--- config.mk ---
export PLATFORM = sky130hd
export DESIGN_NAME = dmem_arbiter
export DESIGN_NICKNAME = d
export VERILOG_FILES = /design/src/rtl/dmem_arbiter.sv
export SDC_FILE = /design/constraint.sdc
export NUM_CORES = 1
export LEC_CHECK = 0
export BUFFER_PORTS_ARGS = -buffer_cell sky130_fd_sc_hd__buf_2
export CORE_UTILIZATION = 40
export DETAILED_ROUTE_END_ITERATION = 10
export GPL_TIMING_DRIVEN = 0
export PLACE_DENSITY = 0.77
export SETUP_SLACK_MARGIN = 0.1
export SLEW_MARGIN = 20
export SYNTH_ARGS = -nofsm -noshare
export SYNTH_HDL_FRONTEND = slang
export SYNTH_SLANG_ARGS = --single-unit
--- constraint.sdc ---
create_clock -name clk -period 1.7 [get_ports clk]
set_input_delay 0 -clock clk [delete_from_list [all_inputs] [get_ports clk]]
set_output_delay 0 -clock clk [all_outputs]
set_load 0.02 [all_outputs]
--- src/rtl/dmem_arbiter.sv ---
// Round-robin arbiter sharing a single-port data memory between two requesters.
// Each access runs LATENCY strobe cycles, then a one-cycle registered response.
module dmem_arbiter #(
    parameter int LATENCY = 1,
    parameter int DEPTH   = 32
) (
    input  logic        clk,
    input  logic        rst,
    input  logic        p0_req,
    input  logic        p0_we,
    input  logic [31:0] p0_addr,
    input  logic [31:0] p0_wdata,
    output logic        p0_ack,
    output logic        p0_err,
    output logic [31:0] p0_rdata,
    input  logic        p1_req,
    input  logic        p1_we,
    input  logic [31:0] p1_addr,
    input  logic [31:0] p1_wdata,
    output logic        p1_ack,
    output logic        p1_err,
    output logic [31:0] p1_rdata,
    output logic [31:0] mem_address,
    output logic [31:0] mem_writeData,
    output logic        mem_memRead,
    output logic        mem_memWrite,
    input  logic [31:0] mem_readData,
    output logic        busy
);

    typedef enum logic [1:0] {IDLE, ACCESS, RESP} state_t;

    localparam logic [29:0] DEPTH_W  = 30'(DEPTH);
    localparam logic [3:0]  CNT_INIT = 4'(LATENCY - 1);

    state_t      state_q, state_d;
    logic [3:0]  cnt_q, cnt_d;
    logic [1:0]  req_q, req_d;
    logic        last_q, last_d;
    logic        own_q, own_d;
    logic        we_q, we_d;
    logic        oor_q, oor_d;
    logic [31:0] addr_q, addr_d;
    logic [31:0] wdata_q, wdata_d;
    logic [1:0]  ack_q, ack_d;
    logic [1:0]  err_q, err_d;
    logic [31:0] rdata0_q, rdata0_d;
    logic [31:0] rdata1_q, rdata1_d;
    logic        gnt;
    logic [31:0] sel_addr;
    logic        sel_in;

    always_comb begin
        gnt      = (req_q == 2'b11) ? ~last_q : req_q[1];
        sel_addr = gnt ? p1_addr : p0_addr;
        sel_in   = sel_addr[31:2] < DEPTH_W;
        state_d  = state_q;
        cnt_d    = cnt_q;
        req_d    = 2'b00;
        last_d   = last_q;
        own_d    = own_q;
        we_d     = we_q;
        oor_d    = oor_q;
        addr_d   = addr_q;
        wdata_d  = wdata_q;
        ack_d    = 2'b00;
        err_d    = 2'b00;
        rdata0_d = rdata0_q;
        rdata1_d = rdata1_q;
        unique case (state_q)
            IDLE: begin
                // Requests are registered first so the grant never depends
                // on a req that arrived in the same cycle.
                req_d = {p1_req, p0_req};
                if (req_q != 2'b00) begin
                    req_d   = 2'b00;
                    own_d   = gnt;
                    last_d  = gnt;
                    we_d    = gnt ? p1_we : p0_we;
                    addr_d  = sel_addr & ~32'h3;
                    wdata_d = gnt ? p1_wdata : p0_wdata;
                    oor_d   = ~sel_in;
                    if (sel_in) begin
                        state_d = ACCESS;
                        cnt_d   = CNT_INIT;
                    end else begin
                        state_d    = RESP;
                        ack_d[gnt] = 1'b1;
                        err_d[gnt] = 1'b1;
                    end
                end
            end
            ACCESS: begin
                cnt_d = cnt_q - 4'd1;
                if (cnt_q == 4'd0) begin
                    state_d      = RESP;
                    ack_d[own_q] = 1'b1;
                    err_d[own_q] = oor_q;
                    if (!we_q) begin
                        if (own_q) rdata1_d = mem_readData;
                        else       rdata0_d = mem_readData;
                    end
                end
            end
            RESP:    state_d = IDLE;
            default: state_d = IDLE;
        endcase
    end

    always_ff @(posedge clk) begin
        if (rst) begin
            state_q  <= IDLE;
            cnt_q    <= 4'd0;
            req_q    <= 2'b00;
            last_q   <= 1'b1;
            own_q    <= 1'b0;
            we_q     <= 1'b0;
            oor_q    <= 1'b0;
            addr_q   <= 32'd0;
            wdata_q  <= 32'd0;
            ack_q    <= 2'b00;
            err_q    <= 2'b00;
            rdata0_q <= 32'd0;
            rdata1_q <= 32'd0;
        end else begin
            state_q  <= state_d;
            cnt_q    <= cnt_d;
            req_q    <= req_d;
            last_q   <= last_d;
            own_q    <= own_d;
            we_q     <= we_d;
            oor_q    <= oor_d;
            addr_q   <= addr_d;
            wdata_q  <= wdata_d;
            ack_q    <= ack_d;
            err_q    <= err_d;
            rdata0_q <= rdata0_d;
            rdata1_q <= rdata1_d;
        end
    end

    assign p0_ack        = ack_q[0];
    assign p1_ack        = ack_q[1];
    assign p0_err        = err_q[0];
    assign p1_err        = err_q[1];
    assign p0_rdata      = rdata0_q;
    assign p1_rdata      = rdata1_q;
    assign mem_address   = addr_q;
    assign mem_writeData = wdata_q;
    assign mem_memRead   = (state_q == ACCESS) & ~we_q;
    assign mem_memWrite  = (state_q == ACCESS) & we_q;
    assign busy          = state_q != IDLE;

endmodule

# Word level (Yosys, flattened, before mapping)
# Cells that the tools add are included.
# word_totals
reg_bits,142
in_bits,166
# op_classes
addsub,1
magnitude_cmp,5
n_eq_ne,5
muxes,21
bitwise_logic,8
reduce_logical,13
# op_table
cell,count
2-to-1 mux 32 bit,2
"< comparator 30 x 6 -> 1 bit, second input constant",1
2-to-1 mux 2 bit,7
case mux 2 bit (2 select lines),3
2-to-1 mux 4 bit,2
case mux 4 bit (2 select lines),1
AND reduction 4 bit,2
"inequality test 2 bit, second input constant",3
nonzero test 2 bit,3
NOT 1 bit,5
logical NOT 4 bit,1
"< comparator 1 x 2 -> 1 bit, second input constant",2
2-to-1 mux 1 bit,4
AND reduction 2 bit,2
"subtractor 4 x 1 -> 4 bit, second input constant",1
AND reduction 3 bit,1
OR reduction 3 bit,1
AND 1 bit,2
AND 2 bit,1
demux 1 bit (select 1 bit),2
"== test 2 x 1 -> 1 bit, second input constant",1
"== test 2 bit, second input constant",1
">= comparator 1 bit, second input constant",2
logical AND 1 bit,2
logical NOT 2 bit,1

# Depth between registers and ports, before layout
# logic_depth
depth_word,9
depth_mapped,9
depth_no_buf,7

# Least setup slack after synthesis
# Ideal clock, no wire load.
# synth_path
kind,register to register
start,register cnt_q[0]
end,register rdata0_q[10] (netlist: p0_rdata[10])
arrival_ps,1549
slack_ps,19
stages_incl_launch_ff,10
n_path_buf,2
synth_period_minus_slack_ps,1681
path_cell_list,dfxtp_1 inv_1 ha_1 nor3b_2 nand2_2 or3_1 buf_2 buf_6 nand2_1 a21oi_1
# synth_via
elab_chain_len,2
# synth_rtl
element,line_no,source
start: declaration,37,"logic [3:0] cnt_q, cnt_d;"
start signal: assignment,127,cnt_q <= cnt_d;
logical NOT 4 bit,95,if (cnt_q == 4'd0) begin
AND reduction 4 bit (no line),--,
end signal: assignment,137,rdata0_q <= rdata0_d;
end: declaration,47,"logic [31:0] rdata0_q, rdata0_d;"
# No other way between the ends.
# A chain may end at the register's enable or synchronous reset.

# Final worst setup path
# layout_path
start,register cnt_q[1]
end,register rdata1_q[25] (netlist: p1_rdata[25])
# layout_via
elab_chain_len,2
# layout_rtl
element,line_no,source
logical NOT 4 bit,95,
AND reduction 4 bit (no line),--,
end signal: assignment,138,rdata1_q <= rdata1_d;
end: declaration,48,"logic [31:0] rdata1_q, rdata1_d;"
# No other way between the ends.

==> run summary <==
• **path type of the worst setup path** register to register
• **Post-Place Worst Slack** -0.290 ns
• **data required time of the critical path** 2.03 ns
• **global routing met1 resource utilization** 32.9%
• **kind of end point of the critical path** register
• **gp weighted congestion** 0.857
• **portion of total power attributed to the clock network** 41.7%
• **Final Instance Area** 0.0112 mm²
• **clock latency of the later-clocked register in the worst-skew pair** 0.43 ns
• **overall die height** 123 µm
• **drc violations** 0
• **met2 track demand over resource** 60.1%
• **IO Pins** 301
• **mean post-synth cell area** 8.71 µm²
• **final setup vio count** 64
• **sequential-to-total area share from yosys stat** 48.9%
• **NetSw** 0.00289 W
• **count of synthesis-stage warnings from yosys** 0
• **detailed-placement wirelength estimate** 14100 µm
• **number of enable-type register cells in the synthesized netlist** 0
• **TritonCTS clock tree** yes
• **Row Count** 43
• **share of synthesized flip-flops with an asynchronous set or reset** 0%
• **Die X-Extent** 123 µm
• **Period minus WS final** 1.92 ns
• **worst IR drop on VDD** 693 µV
• **Iteration-0 DRC Markers** 717
• **Tightest Pin Transition** 0.781 ns
• **Num CTS Buffers** 17
• **sum of negative setup slack** -5.13 ns
• **final net count** 1338
• **launching element type of the critical path** register
• **setup repair after global routing missed its margin** yes
• **Comb power frac** 21.5%
• **antenna violations before repair** 2
• **CORE AREA** 0.0140 mm²
• **crit share post-route** 113%
• **Max Buffers Root-to-Sink** 2
• **ratio of total power to cell area** 894 mW/mm²
• **delay of the slowest critical-path stage** 0.33 ns
• **fmax** 0.520 GHz
• **Synth-to-Final Area Change** 92.9%
• **detail-routed via count per cell** 5.85
• **Pre-antenna DRT Iters** 6
• **Top Usage Layer GRT** met2
• **post-synth design cell area** 0.00581 mm²
• **maximum net fanout on the critical path** 10
• **slowest library cell on the worst path** sky130_fd_sc_hd__dfxtp_2
• **Crit path max-delay family** simple AND/OR/NAND/NOR gates
• **violations in the final reports** setup timing
• **number of global-route vias before repair** 7487
• **count of buffering cells on the critical path with inverters included** 3
• **count of input and output buffers** 293
• **standby leakage power** 4.82 nW
• **global-route wire length before repair** 38400 µm
• **commonest cells after routing, fill and taps aside** sky130_fd_sc_hd__buf_2, sky130_fd_sc_hd__dlygate4sd3_1, sky130_fd_sc_hd__dfxtp_1
• **maximum number of pins on one net before global-route repair** 17
• **share of cells above drive strength 1** 47.8%
• **class of the worst hold path** primary input to register
• **placed instance area** 0.00752 mm²
• **final antenna-violating net count** 0
• **fill cell instance count of the final layout** 706
• **Clock Sinks** 142
• **max-slew violations** 0
• **Internal Power** 0.00713 W
• **maximum level of the CTS H-tree** 4
• **total number of vias** 7977
• **number of distinct library cells after synthesis** 39
• **crit-path cells** inv_2 -> ha_4 -> nor3b_4 -> buf_6 -> nand3_4 -> nor2_4 -> clkbuf_4 -> nand2_1 -> a21oi_2
• **Final Hold Viols** 0
• **commonest non-fill, non-tap cell in the layout** sky130_fd_sc_hd__buf_2
• **sequential cell fraction of total power** 36.8%
• **dominant synthesized flop cell** sky130_fd_sc_hd__dfxtp_1
• **sw frac** 28.8%
• **outcome** finished, violations left
• **max-cap violation count** 0
• **starting utilization of the core area** 41.4%
• **worst max-slew margin expressed relative to the limit** 47.9%
• **CTS root buffer** sky130_fd_sc_hd__clkbuf_16
• **average wire per cell in the routed design** 23.7 µm
• **met3 routing resource usage after global routing** 9.94%
• **CP arrival** 2.26 ns
• **Worst Clk Skew** 0.0127 ns
• **number of flip-flops and latches in the synthesized netlist** 142
• **detailed-route wire length** 32300 µm
• **minimum hold slack** 0.0242 ns
• **Tot GR Track Use** 33.9%
• **sum of overflow across all layers after global routing** 0
• **number of standard cells after synthesis** 667
• **total die area** 0.0150 mm²
• **setup slack of the critical path after layout** -0.224 ns
• **post-CTS clock slew at the launch and capture registers of the worst setup and hold paths** 0.06 ns
==> what timing repair did <==
action	in CTS	in global routing
pin swaps	30	84
setup endpoints to repair	140	131
hold endpoints to repair	128	1
buffers inserted	15	9
gates cloned	3	6
hold buffers	156	2
gates resized for setup	78	216
==> kinds of logic after synthesis <==
family	synth area share (%)
AOI/OAI and AO/OA	15.4
xor gates and xnor gates	0.151
adders and majority gates	0.431
buffers and inverters	5.51
DFF	48.9
muxes	11.2
other	0.0645
and+or+nand+nor	18.3
==> power groups by stage <==
stage | clock network (W) | logic (W) | registers (W)
after global routing | 0.00432 | 0.00223 | 0.00369
final | 0.00418 | 0.00216 | 0.00368
after global placement | 0 | 0.00142 | 0.00370
after CTS | 0.00411 | 0.00175 | 0.00364
after detailed placement | 0 | 0.00143 | 0.00371
after floorplan | 0 | 0.000616 | 0.00393
==> synth_stat cells (3+ instances only) <==
library cell | n | area [µm²]
sky130_fd_sc_hd__and2_1 | 4 | 25.0
sky130_fd_sc_hd__nand3_1 | 3 | 15.0
sky130_fd_sc_hd__nor3_1 | 4 | 20.0
sky130_fd_sc_hd__nor2_1 | 79 | 297
sky130_fd_sc_hd__nand4_1 | 5 | 31.3
sky130_fd_sc_hd__inv_1 | 5 | 18.8
sky130_fd_sc_hd__nand2_1 | 133 | 499
sky130_fd_sc_hd__buf_2 | 22 | 110
sky130_fd_sc_hd__buf_6 | 6 | 67.6
sky130_fd_sc_hd__clkbuf_1 | 18 | 67.6
sky130_fd_sc_hd__buf_4 | 7 | 52.6
sky130_fd_sc_hd__dfxtp_1 | 142 | 2840
sky130_fd_sc_hd__a21oi_1 | 71 | 355
sky130_fd_sc_hd__mux2i_1 | 65 | 651
sky130_fd_sc_hd__a211oi_1 | 63 | 473
sky130_fd_sc_hd__nor4_1 | 10 | 62.6
==> worst paths after layout <==
check                            endpoint                startpoint  cells after the start  slack (ns)
max             p1_rdata[25]$_SDFFE_PP0P_     cnt_q[1]$_SDFFE_PP0P_                      9       -0.22
min          mem_address[21]$_SDFFE_PP0P_               p0_addr[21]                      3        0.02
max reg2reg     p1_rdata[25]$_SDFFE_PP0P_     cnt_q[1]$_SDFFE_PP0P_                      9       -0.22
min reg2reg      p1_rdata[9]$_SDFFE_PP0P_  p1_rdata[9]$_SDFFE_PP0P_                      2        0.45
==> state kept, by name, summed over array words and instances, names as in the netlist, 2 cells and up <==
| name | count |
|---|---|
| req_q | 2 |
| mem_writeData | 32 |
| err_q | 2 |
| p0_rdata | 32 |
| state_q | 2 |
| cnt_q | 4 |
| p1_rdata | 32 |
| ack_q | 2 |
| mem_address | 30 |
==> layout make-up <==
type                            instances  area [µm²]  share of cell area, %
Multi-Input combinational cell        467        3460                   30.8
Clock inverter                         10         185                   1.65
Inverter                                5        18.8                  0.167
Antenna cell                            2        5.00                 0.0447
Timing Repair Buffer                  484        3480                   31.1
Buffer                                 53         529                   4.72
Sequential cell                       142        2850                   25.4
Tap cell                              180         225                   2.01
Clock buffer                           20         457                   4.08
==> metrics by stage <==
stage               total power [W]  std cells  util, %
global route                 0.0102       1363     79.8
detailed placement          0.00514       1141     53.5
global placement            0.00512       1141     53.5
CTS                         0.00950       1345     72.2
floorplan                   0.00455        668        -
finish                       0.0100       1363     79.8
==> routing by layer <==
metal | routed length, µm | vias to the layer above
met3 | 3520 | 260
met1 | 10600 | 3700
met2 | 15300 | 696
li1 | - | 3321
met4 | 2810 | 0
met5 | 0 | -
==> worst reg2reg max path, cell delays in order (launching register included) <==
cell and delay [ns]:
sky130_fd_sc_hd__dfxtp_2 0.33, sky130_fd_sc_hd__inv_2 0.07, sky130_fd_sc_hd__ha_4 0.12, sky130_fd_sc_hd__nor3b_4 0.21, sky130_fd_sc_hd__buf_6 0.14, sky130_fd_sc_hd__nand3_4 0.09
sky130_fd_sc_hd__nor2_4 0.18, sky130_fd_sc_hd__clkbuf_4 0.25, sky130_fd_sc_hd__nand2_1 0.18, sky130_fd_sc_hd__a21oi_2 0.26
No activity file was read; power rests on OpenSTA's default activity.
